$ cat config.mk
export PLATFORM = sky130hd
export DESIGN_NAME = lc3_pipe_controller
export DESIGN_NICKNAME = d
export VERILOG_FILES = /design/src/rtl/lc3_pipe_controller.sv
export SDC_FILE = /design/constraint.sdc
export NUM_CORES = 1
export LEC_CHECK = 0
export CORE_MARGIN = 3
export CORE_UTILIZATION = 43
export CTS_BUF_LIST = sky130_fd_sc_hd__clkbuf_4
export DETAILED_ROUTE_END_ITERATION = 8
export PLACE_DENSITY = 0.81
export SYNTH_ARGS = -nofsm -noshare
export SYNTH_HDL_FRONTEND = slang
export SYNTH_SLANG_ARGS = --single-unit
$ cat constraint.sdc
create_clock -name clock -period 2 [get_ports clock]
set_clock_uncertainty 0.1 [all_clocks]
set_input_delay 0.4 -clock clock [delete_from_list [all_inputs] [get_ports clock]]
set_output_delay 0.4 -clock clock [all_outputs]
set_load 0.05 [all_outputs]
$ cat src/rtl/lc3_pipe_controller.sv
// Pipeline stage controller for a five-stage LC-3: fill, run, memory stalls and branch flush.
// Optional stall-cycle performance counter enabled by defining LC3_CTRL_PERF_EN.
module lc3_pipe_controller (
  input  logic        clock,
  input  logic        reset,
  input  logic        complete_instr,
  input  logic        complete_data,
  input  logic [15:0] IR,
  input  logic [2:0]  psr,
  output logic        enable_updatePC,
  output logic        enable_fetch,
  output logic        enable_decode,
  output logic        enable_execute,
  output logic        enable_writeback,
  output logic        br_taken,
  output logic [1:0]  mem_state
`ifdef LC3_CTRL_PERF_EN
  ,
  output logic [15:0] stall_cycles
`endif
);

  typedef enum logic [2:0] {
    FILL,
    RUN,
    MEM_IND,
    MEM_RD,
    MEM_WR,
    FLUSH
  } state_t;

  localparam logic [3:0] OP_BR  = 4'b0000;
  localparam logic [3:0] OP_LD  = 4'b0010;
  localparam logic [3:0] OP_ST  = 4'b0011;
  localparam logic [3:0] OP_LDR = 4'b0110;
  localparam logic [3:0] OP_STR = 4'b0111;
  localparam logic [3:0] OP_LDI = 4'b1010;
  localparam logic [3:0] OP_STI = 4'b1011;
  localparam logic [3:0] OP_JMP = 4'b1100;

  state_t     state, state_next;
  logic [2:0] cnt, cnt_next;
  logic [3:0] opcode;
  logic       ir_low_unused;

  assign opcode        = IR[15:12];
  assign ir_low_unused = ^IR[8:0];

  // cnt counts fill steps in FILL and flush cycles in FLUSH
  always_ff @(posedge clock or posedge reset) begin
    if (reset) begin
      state <= FILL;
      cnt   <= 3'd0;
    end else begin
      state <= state_next;
      cnt   <= cnt_next;
    end
  end

  always_comb begin
    state_next       = state;
    cnt_next         = cnt;
    enable_updatePC  = 1'b0;
    enable_fetch     = 1'b0;
    enable_decode    = 1'b0;
    enable_execute   = 1'b0;
    enable_writeback = 1'b0;
    br_taken         = 1'b0;
    mem_state        = 2'b11;
    case (state)
      FILL: begin
        enable_updatePC  = (cnt >= 3'd1);
        enable_fetch     = (cnt >= 3'd1);
        enable_decode    = (cnt >= 3'd2);
        enable_execute   = (cnt >= 3'd3);
        enable_writeback = (cnt >= 3'd4);
        if (cnt == 3'd4) state_next = RUN;
        else             cnt_next   = cnt + 3'd1;
      end
      RUN: begin
        enable_updatePC  = complete_instr;
        enable_fetch     = complete_instr;
        enable_decode    = complete_instr;
        enable_execute   = complete_instr;
        enable_writeback = complete_instr;
        // memory opcodes and control transfers are disjoint, so memory wins trivially
        if (complete_instr) begin
          case (opcode)
            OP_LD, OP_LDR:   state_next = MEM_RD;
            OP_ST, OP_STR:   state_next = MEM_WR;
            OP_LDI, OP_STI:  state_next = MEM_IND;
            OP_BR: begin
              br_taken = |(IR[11:9] & psr);
              if (br_taken) begin
                state_next = FLUSH;
                cnt_next   = 3'd0;
              end
            end
            OP_JMP: begin
              br_taken   = 1'b1;
              state_next = FLUSH;
              cnt_next   = 3'd0;
            end
            default: state_next = RUN;
          endcase
        end
      end
      MEM_IND: begin
        mem_state = 2'b01;
        if (complete_data) state_next = (opcode == OP_STI) ? MEM_WR : MEM_RD;
      end
      MEM_RD: begin
        mem_state        = 2'b00;
        enable_writeback = complete_data;
        if (complete_data) state_next = RUN;
      end
      MEM_WR: begin
        mem_state = 2'b10;
        if (complete_data) state_next = RUN;
      end
      FLUSH: begin
        enable_updatePC = 1'b1;
        enable_fetch    = 1'b1;
        if (cnt == 3'd1) state_next = RUN;
        else             cnt_next   = cnt + 3'd1;
      end
      default: state_next = FILL;
    endcase
  end

`ifdef LC3_CTRL_PERF_EN
  // counts fetch-stalled cycles once the pipe has filled, saturating at all ones
  always_ff @(posedge clock or posedge reset) begin
    if (reset)
      stall_cycles <= 16'd0;
    else if ((state != FILL) && !enable_fetch && (stall_cycles != 16'hFFFF))
      stall_cycles <= stall_cycles + 16'd1;
  end
`endif

endmodule

======== Word-level counts from Yosys, hierarchy flattened ========
Cells that the tools add are included.
storage, ports and cells
  bits in registers ....................... 6
  input bits .............................. 23
  logic and storage cells ................. 64
operators by class
  add/subtract/negate cells ............... 1
  order comparisons ....................... 4
  equality and inequality tests ........... 23
  mux-type cells .......................... 23
  bitwise logic cells ..................... 1
  reduce and logical (&&, ||, !) cells .... 10
operator list
  kind                   count
  $mux W3                11
  $pmux W3 S5            2
  $eq A4 B4 Y1 const B   3
  $ne A2 B2 Y1 const B   6
  $reduce_and A6 Y1      2
  $eq A3 B3 Y1 const B   3
  $pmux W3 S3            1
  $eq A4 B2 Y1 const B   2
  $eq A4 B3 Y1 const B   2
  $reduce_or A2 Y1       4
  $eq A3 B1 Y1 const B   2
  $eq A3 B2 Y1 const B   2
  $ge A3 B2 Y1 const B   2
  $pmux W1 S2            3
  $pmux W1 S3            2
  $pmux W2 S3            1
  $pmux W3 S2            1
  $logic_not A4 Y1       1
  $add A3 B1 Y3 const B  1
  $and A3 B3 Y3          1
  $ge A3 B1 Y1 const B   1
  $ge A3 B3 Y1 const B   1
  $logic_not A3 Y1       1
  $ne A3 B2 Y1 const B   1
  other kinds (5)        6

======== Depth between registers and ports, before layout ========
Gate-level depths: netlist of run 1.
  word-level depth ........................ 6
  mapped depth ............................ 7

======== Worst setup path before layout of run 1 ========
OpenSTA, ideal clock, no wires.
  kind .................................... register to output
  start point ............................. register cnt[1]
  end point ............................... output port enable_updatePC
  arrival time ............................ 1.909 ns
  required time ........................... 1.500 ns
  setup slack ............................. -0.409 ns
  cell stages (with the launch flop) ...... 8
  path through ............................ dfrtp_1 inv_1 ha_1 nor4_1 o21ai_0 nand2_1 nor2_1 buf_4
on the way
  longest elaborated chain between the ends .. 2
ends and longest elaborated chain
  element                 RTL line  RTL
  from (decl)             42        logic [2:0] cnt, cnt_next;
  from (signal assigned)  56        cnt <= cnt_next;
  $ge A3 B1 Y1            -
  $pmux W1 S3             -
  to (decl)               10        output logic enable_updatePC,
Every way passes these cells.

======== Worst setup path in the final report of run 1 ========
  start point ............................. register cnt[1]
  end point ............................... output port enable_fetch
on the way
  longest elaborated chain between the ends .. 2
ends and longest elaborated chain
  element       RTL line  RTL
  $ge A3 B1 Y1  73        enable_fetch = (cnt >= 3'd1);
  $pmux W1 S3   70        case (state)
  to (decl)     11        output logic enable_fetch,
Every way passes these cells.

==> summary.txt, run 1 <==
status - finished, violations left
violated checks - setup timing
Pins Over Slew Limit - 0
CP Launch Type - flip-flop
synth warn - 0
Critical Path RT - 1.50 ns
RR Startpoint - cnt[0]
Slowest-stage cell, CP - dfrtp_1
Data arrival, critical path - 1.51 ns
Netlist cell types - 43
buffers from clock root to sink, at most - 2
CTS buffer count - 3
Peak supply drop - 0.00100 V
drt drc - 0
Net Switching - 1.01 mW
RSZ-0062 raised after global routing - true
TritonCTS clock tree - done
Net Count, Synth - 115
Max Freq - 498 MHz
Pre-antenna DRT Iters - 4
Synth top cells by count - nor2_1 (10), dfrtp_1 (6), inv_1 (6), ha_1 (4)
Cell Chain, Critical Path - inv_1 > ha_2 > nor4_2 > o21ai_1 > nand2_2 > nor2_4 > buf_6
CP max stage delay - 0.40 ns
Clock power frac - 5.1%
#FFs+latches synth - 6
Final Setup Violations - 2
first-iteration detailed-routing DRC count - 20
Finished Core Util - 77.5%
Starting Density - 47.2%
CP endpoint kind - output port
Top FF cell, synth - dfrtp_1
ANT nets after route - 0
PwrDens - 1680 mW/mm2
vias per cell - 5.96
syn_area_per_cell - 8.36 um2
maxcap violations - 0
Clock Sinks - 6
worst relative slew slack - 69.8%
Reg clk slew, reported paths - 0.04 ns
area leader, netlist - dfrtp_1
most frequent cell after synthesis - nor2_1
total global routing overflow - 0
Buffers on Ports - 21
Clk Latency, worst-skew pair - 0.24 ns
total track usage - 21.3%
placer congestion estimate - 0.900
cell count of the worst reg-to-reg path - 6
# diodes - 0
routed len/inst - 16.3 um
final hold vios - 0
Switching Fraction - 49.7%
share of the synthesized area in the top cell type - 20.4%
post-DP HPWL - 1650 um
Max FO, Critical Path - 4
layout cell share with drive strength beyond 1 - 47.2%
Comb power frac - 79.1%
first-pass GRT wire length - 3380 um
core area - 0.00156 mm2
IO Pins - 31
static leakage - 0.516 nW
# rows - 14
Worst Slack Setup Final - -0.00745 ns
number of synthesized flops with an enable pin - 0
CP Class - reg -> out
initial antenna violation count - 0
Internal - 1.02 mW
crit-path leading delay family - flip-flops
slack of the worst reg-to-reg path - 0.05 ns
largest net degree at the start of global routing - 15
fillcell total - 104
area delta synth->final - 64.3%
post-synthesis cell area - 736 um2
Hold Path Class - in -> async
die width - 47.4 um
CP Buf/Inv Count - 2
top cells by area, synth - dfrtp_1 (20%), ha_1 (6.8%), nor2_1 (5.1%)
routed wire length - 2260 um
Post-Syn Instances - 88
htree depth - 1
clock root buffer - clkbuf_4
Die H - 47.4 um
nets - 152
vias in the first global route - 775
sequential area share after synthesis - 20.4%
via count - 828
Final Critical Period - 2.01 ns
pre-CTS WS - -0.228 ns
Worst-Margin Slew - 0.442 ns
ys async rst share - 100%
fin crit share - 100%
part of the power in registers - 15.8%
Reg-to-Reg End - state[1]
DIE AREA - 0.00224 mm2
[layer usage]
metal | vias to the layer above | wire, um | track usage [%]
li1 | 407 | - | -
met1 | 381 | 966 | 25.3
met2 | 34 | 1140 | 36.6
met3 | 6 | 104 | 7.66
met4 | 0 | 46 | 4.42
met5 | - | 0 | 0
[power groups by stage]
stage / Clock, mW / Sequential [mW] / Combinational (mW)
floorplan: 0 / 0.227 / 0.987
global placement: 0 / 0.283 / 1.41
detailed placement: 0 / 0.290 / 1.44
CTS: 0.109 / 0.306 / 1.54
global route: 0.116 / 0.330 / 1.70
finish: 0.104 / 0.320 / 1.60
[cell type report]
class / instances / area [um2] / share of cell area [%]
Tap cell: 16 / 20.0 / 1.66
Sequential cell: 6 / 156 / 12.9
Clock buffer: 3 / 22.5 / 1.86
Timing Repair Buffer: 39 / 395 / 32.7
Inverter: 6 / 22.5 / 1.86
Multi-Input combinational cell: 69 / 592 / 49.0
[worst register-to-register path, delay by kind of cell (launching register included)]
kind	cells	cell delay [ns]
AND/OR/NAND/NOR	2	0.55
AO/OA/AOI/OAI	2	0.44
buffers and inverters	2	0.32
flip-flops	1	0.43
[cells in the final DEF, fill, tap and decap left out, types with 2 or more instances in the layout]
cell             instances
nor3_1                   2
dfrtp_2                  5
buf_4                   17
clkbuf_4                 3
buf_12                   5
nand3_1                  3
nand2_2                  2
clkdlybuf4s50_1          3
ha_2                     3
o2bb2ai_1                2
nor2_1                   8
inv_1                    6
buf_6                    4
o2111a_1                 2
nand4_1                  2
or3b_1                   2
or3b_4                   2
o21ai_1                  4
dlygate4sd2_1            8
a32o_1                   2
nand2b_1                 2
nor4_2                   2
[what timing repair did]
item / in CTS / in global routing
setup endpoints to repair: 7 / 7
pin swaps: 8 / 5
resized for setup: 29 / 12
hold buffers: 0 / 0
endpoints found under the hold margin: 0 / 0
buffers inserted: 2 / 0
[how the worst max path moves through the flow]
stage / from / endpoint / slack [ns] / depth (start not counted)
floorplan: cnt[1] / enable_updatePC / 0.02 / 7
global placement: IR[9] / br_taken / -0.23 / 5
detailed placement: IR[9] / br_taken / -0.23 / 5
CTS: psr[2] / br_taken / -0.03 / 5
global route: cnt[1] / enable_updatePC / -0.08 / 7
finish: cnt[1] / enable_fetch / -0.007 / 7
[stage by stage]
step	hold WS (ns)	area, um2	cells	TNS [ns]	total power [mW]
3_3_place_gp	0.459	1090	134	-0.867	1.69
5_1_grt	0.308	1210	139	-0.266	2.14
6_report	0.282	1210	139	-0.0149	2.03
4_1_cts	0.278	1170	139	-0.0737	1.95
2_1_floorplan	0.0910	743	88	0	1.21
3_5_place_dp	0.458	1090	134	-1.02	1.73
[logic make-up after synthesis]
kind of cell | share of synthesized area [%]
adder cells (fa/ha/maj) | 6.80
buffers and inverters | 9.01
AND/OR/NAND/NOR | 30.6
flip-flops | 20.4
AO/OA/AOI/OAI | 28.2
multiplexers | 4.93
[state kept, by name, summed over array words and instances, names as in the netlist]
register	flops
cnt	3
state	3
Note: power is estimated with default switching activity, not from simulation.
==> run 2, diff against run 1 <==
--- a/config.mk
+++ b/config.mk
@@ -6,10 +6,9 @@
 export NUM_CORES = 1
 export LEC_CHECK = 0
 export CORE_MARGIN = 3
-export CORE_UTILIZATION = 43
+export CORE_UTILIZATION = 33
 export CTS_BUF_LIST = sky130_fd_sc_hd__clkbuf_4
 export DETAILED_ROUTE_END_ITERATION = 8
-export PLACE_DENSITY = 0.81
 export SYNTH_ARGS = -nofsm -noshare
 export SYNTH_HDL_FRONTEND = slang
 export SYNTH_SLANG_ARGS = --single-unit
==> run 2 against run 1 <==
Net effect: the run still ends with setup timing left; worst hold slack got worse by 0.012 ns; highest routed layer unchanged; register-to-register slack barely moved; fmax is 3.5% lower; final cell count increased by 20%; critical path type unchanged; final area up 17%; clock power grew 9%; sequential power down 18%; first-iteration DRC count grew 110%; critical path depth rose by 1; combinational power grew 24%.
==> summary.txt, run 2 (synthesized netlist as in run 1, its figures left out) <==
Final Setup Violations - 4 (+2)
static leakage - 0.642 nW (+24%)
worst relative slew slack - 72.9% (+3.1 points)
biggest regs - cnt: 3 flops, state: 3 flops
core area - 0.00204 mm2 (+31%)
Post-Route Setup TNS - -0.232 ns (-0.217 ns)
Pins Over Slew Limit - 0 (unchanged)
Max FO, Critical Path - 4 (unchanged)
CTS buffer count - 3 (unchanged)
initial antenna violation count - 0 (unchanged)
Pre-antenna DRT Iters - 4 (unchanged)
RSZ-0062 raised after global routing - true
nets - 169 (+11%)
total global routing overflow - 0 (unchanged)
TritonCTS clock tree - done
Peak supply drop - 0.00115 V (+15%)
Die H - 53.2 um (+12%)
post-DP HPWL - 1800 um (+9.3%)
# diodes - 0 (unchanged)
routed wire length - 2560 um (+13%)
area delta synth->final - 92.9%
Worst-Margin Slew - 0.397 ns (-0.0450 ns)
fin crit share - 104% (+3.6 points)
# rows - 16 (+2)
cell count of the worst reg-to-reg path - 7 (+1)
placer congestion estimate - 0.810 (-10%)
PwrDens - 1670 mW/mm2 (-0.48%)
CP Launch Type - flip-flop
Worst Slack Setup Final - -0.0804 ns (-0.0730 ns)
DIE AREA - 0.00283 mm2 (+26%)
most common cell after layout, fill and taps aside - buf_4
Hold Path Class - in -> async
routed len/inst - 15.3 um (-5.9%)
Buffers on Ports - 21 (unchanged)
IO Pins - 31 (unchanged)
first-pass GRT wire length - 4050 um (+20%)
violated checks - setup timing
buffers from clock root to sink, at most - 2 (unchanged)
drt drc - 0 (unchanged)
commonest non-fill, non-tap cells in the layout - buf_4 (31), nor2_1 (6)
CP endpoint kind - output port
total track usage - 20.1% (-1.3 points)
Final Critical Period - 2.08 ns (+0.0730 ns)
vias per cell - 5.39 (-9.5%)
maxcap violations - 0 (unchanged)
CP Class - reg -> out
slack of the worst reg-to-reg path - 0.04 ns (about the same)
clock root buffer - clkbuf_4
first-iteration detailed-routing DRC count - 43 (+110%)
ANT nets after route - 0 (unchanged)
layout cell share with drive strength beyond 1 - 50.7% (+3.6 points)
Starting Density - 36.0% (-11 points)
htree depth - 1 (unchanged)
Final Cell Area - 0.00142 mm2 (+17%)
Area after DPL - 0.00116 mm2 (+6.1%)
Reg-to-Reg End - state[1]
die width - 53.2 um (+12%)
final hold vios - 0 (unchanged)
Data arrival, critical path - 1.58 ns (+0.07 ns)
RR Startpoint - cnt[1]
via count - 900 (+8.7%)
Post-Layout Cell Count - 167 (+20%)
status - finished, violations left
Clock Sinks - 6 (unchanged)
Max Freq - 481 MHz (-3.5%)
CTS Hold Buffers Added - 0 (unchanged)
largest net degree at the start of global routing - 13 (-2)
pre-CTS WS - -0.242 ns (-0.0144 ns)
vias in the first global route - 850 (+9.7%)
Reg clk slew, reported paths - 0.05 ns (about the same)
Critical Path RT - 1.50 ns (about the same)
Clk Latency, worst-skew pair - 0.25 ns (about the same)
Finished Core Util - 69.5% (-8.0 points)
Placed Cells - 152 (+13%)
## run 2: area by class of cell
type / count / area [um2]
multi-input cells: 69 / 624
fillers: 156 / 623
repair buffers: 56 / 559
flip-flops and latches: 6 / 154
well taps: 27 / 33.8
inverters: 6 / 25.0
clock buffers: 3 / 22.5
## run 2: repair_timing
action	4_1_cts	5_1_grt
setup endpoints to repair	7	10
buffers inserted	7	6
resized for setup	32	16
pin swaps	13	12
endpoints found under the hold margin	0	0
## run 2: worst max-delay path: stages (launching register included)
cell,delay [ns]
dfrtp_1,0.41
buf_6,0.14
inv_4,0.05
ha_4,0.14
nor4_4,0.03
o21ai_1,0.15
nand2_1,0.11
nor2_4,0.14
buf_8,0.16
## run 2: how the worst max path moves through the flow
stage | from | endpoint | slack, ns | cells after the start
floorplan | cnt[1] | enable_updatePC | 0.02 | 7
global placement | IR[9] | br_taken | -0.23 | 5
detailed placement | IR[9] | br_taken | -0.24 | 5
CTS | cnt[1] | enable_fetch | -0.1 | 8
global route | cnt[1] | enable_fetch | -0.17 | 8
finish | cnt[1] | enable_fetch | -0.08 | 8
## run 2: stage by stage
| step | hold slack (ns) | power, mW |
|---|---|---|
| after global routing | 0.286 | 2.52 |
| after CTS | 0.271 | 2.20 |
| final | 0.270 | 2.37 |
| after detailed placement | 0.544 | 1.84 |
| after global placement | 0.519 | 1.82 |
| after floorplan | 0.0910 | 1.21 |
## run 2: routing by layer
layer / GRT usage (%) / share of wire [%]
met4: 5.11 / 1.8
met3: 4.23 / 5.1
met5: 0 / 0
met2: 35.7 / 50
met1: 24.0 / 43
## run 2: where the power goes
| group | total [mW] | internal [mW] | leakage [nW] | switching [mW] |
|---|---|---|---|---|
| clock | 0.113 | 0.0680 | 0.0138 | 0.0454 |
| sequential | 0.263 | 0.179 | 0.0713 | 0.0839 |
| combinational | 1.99 | 0.996 | 0.557 | 0.998 |
| total | 2.37 | 1.24 | 0.642 | 1.13 |
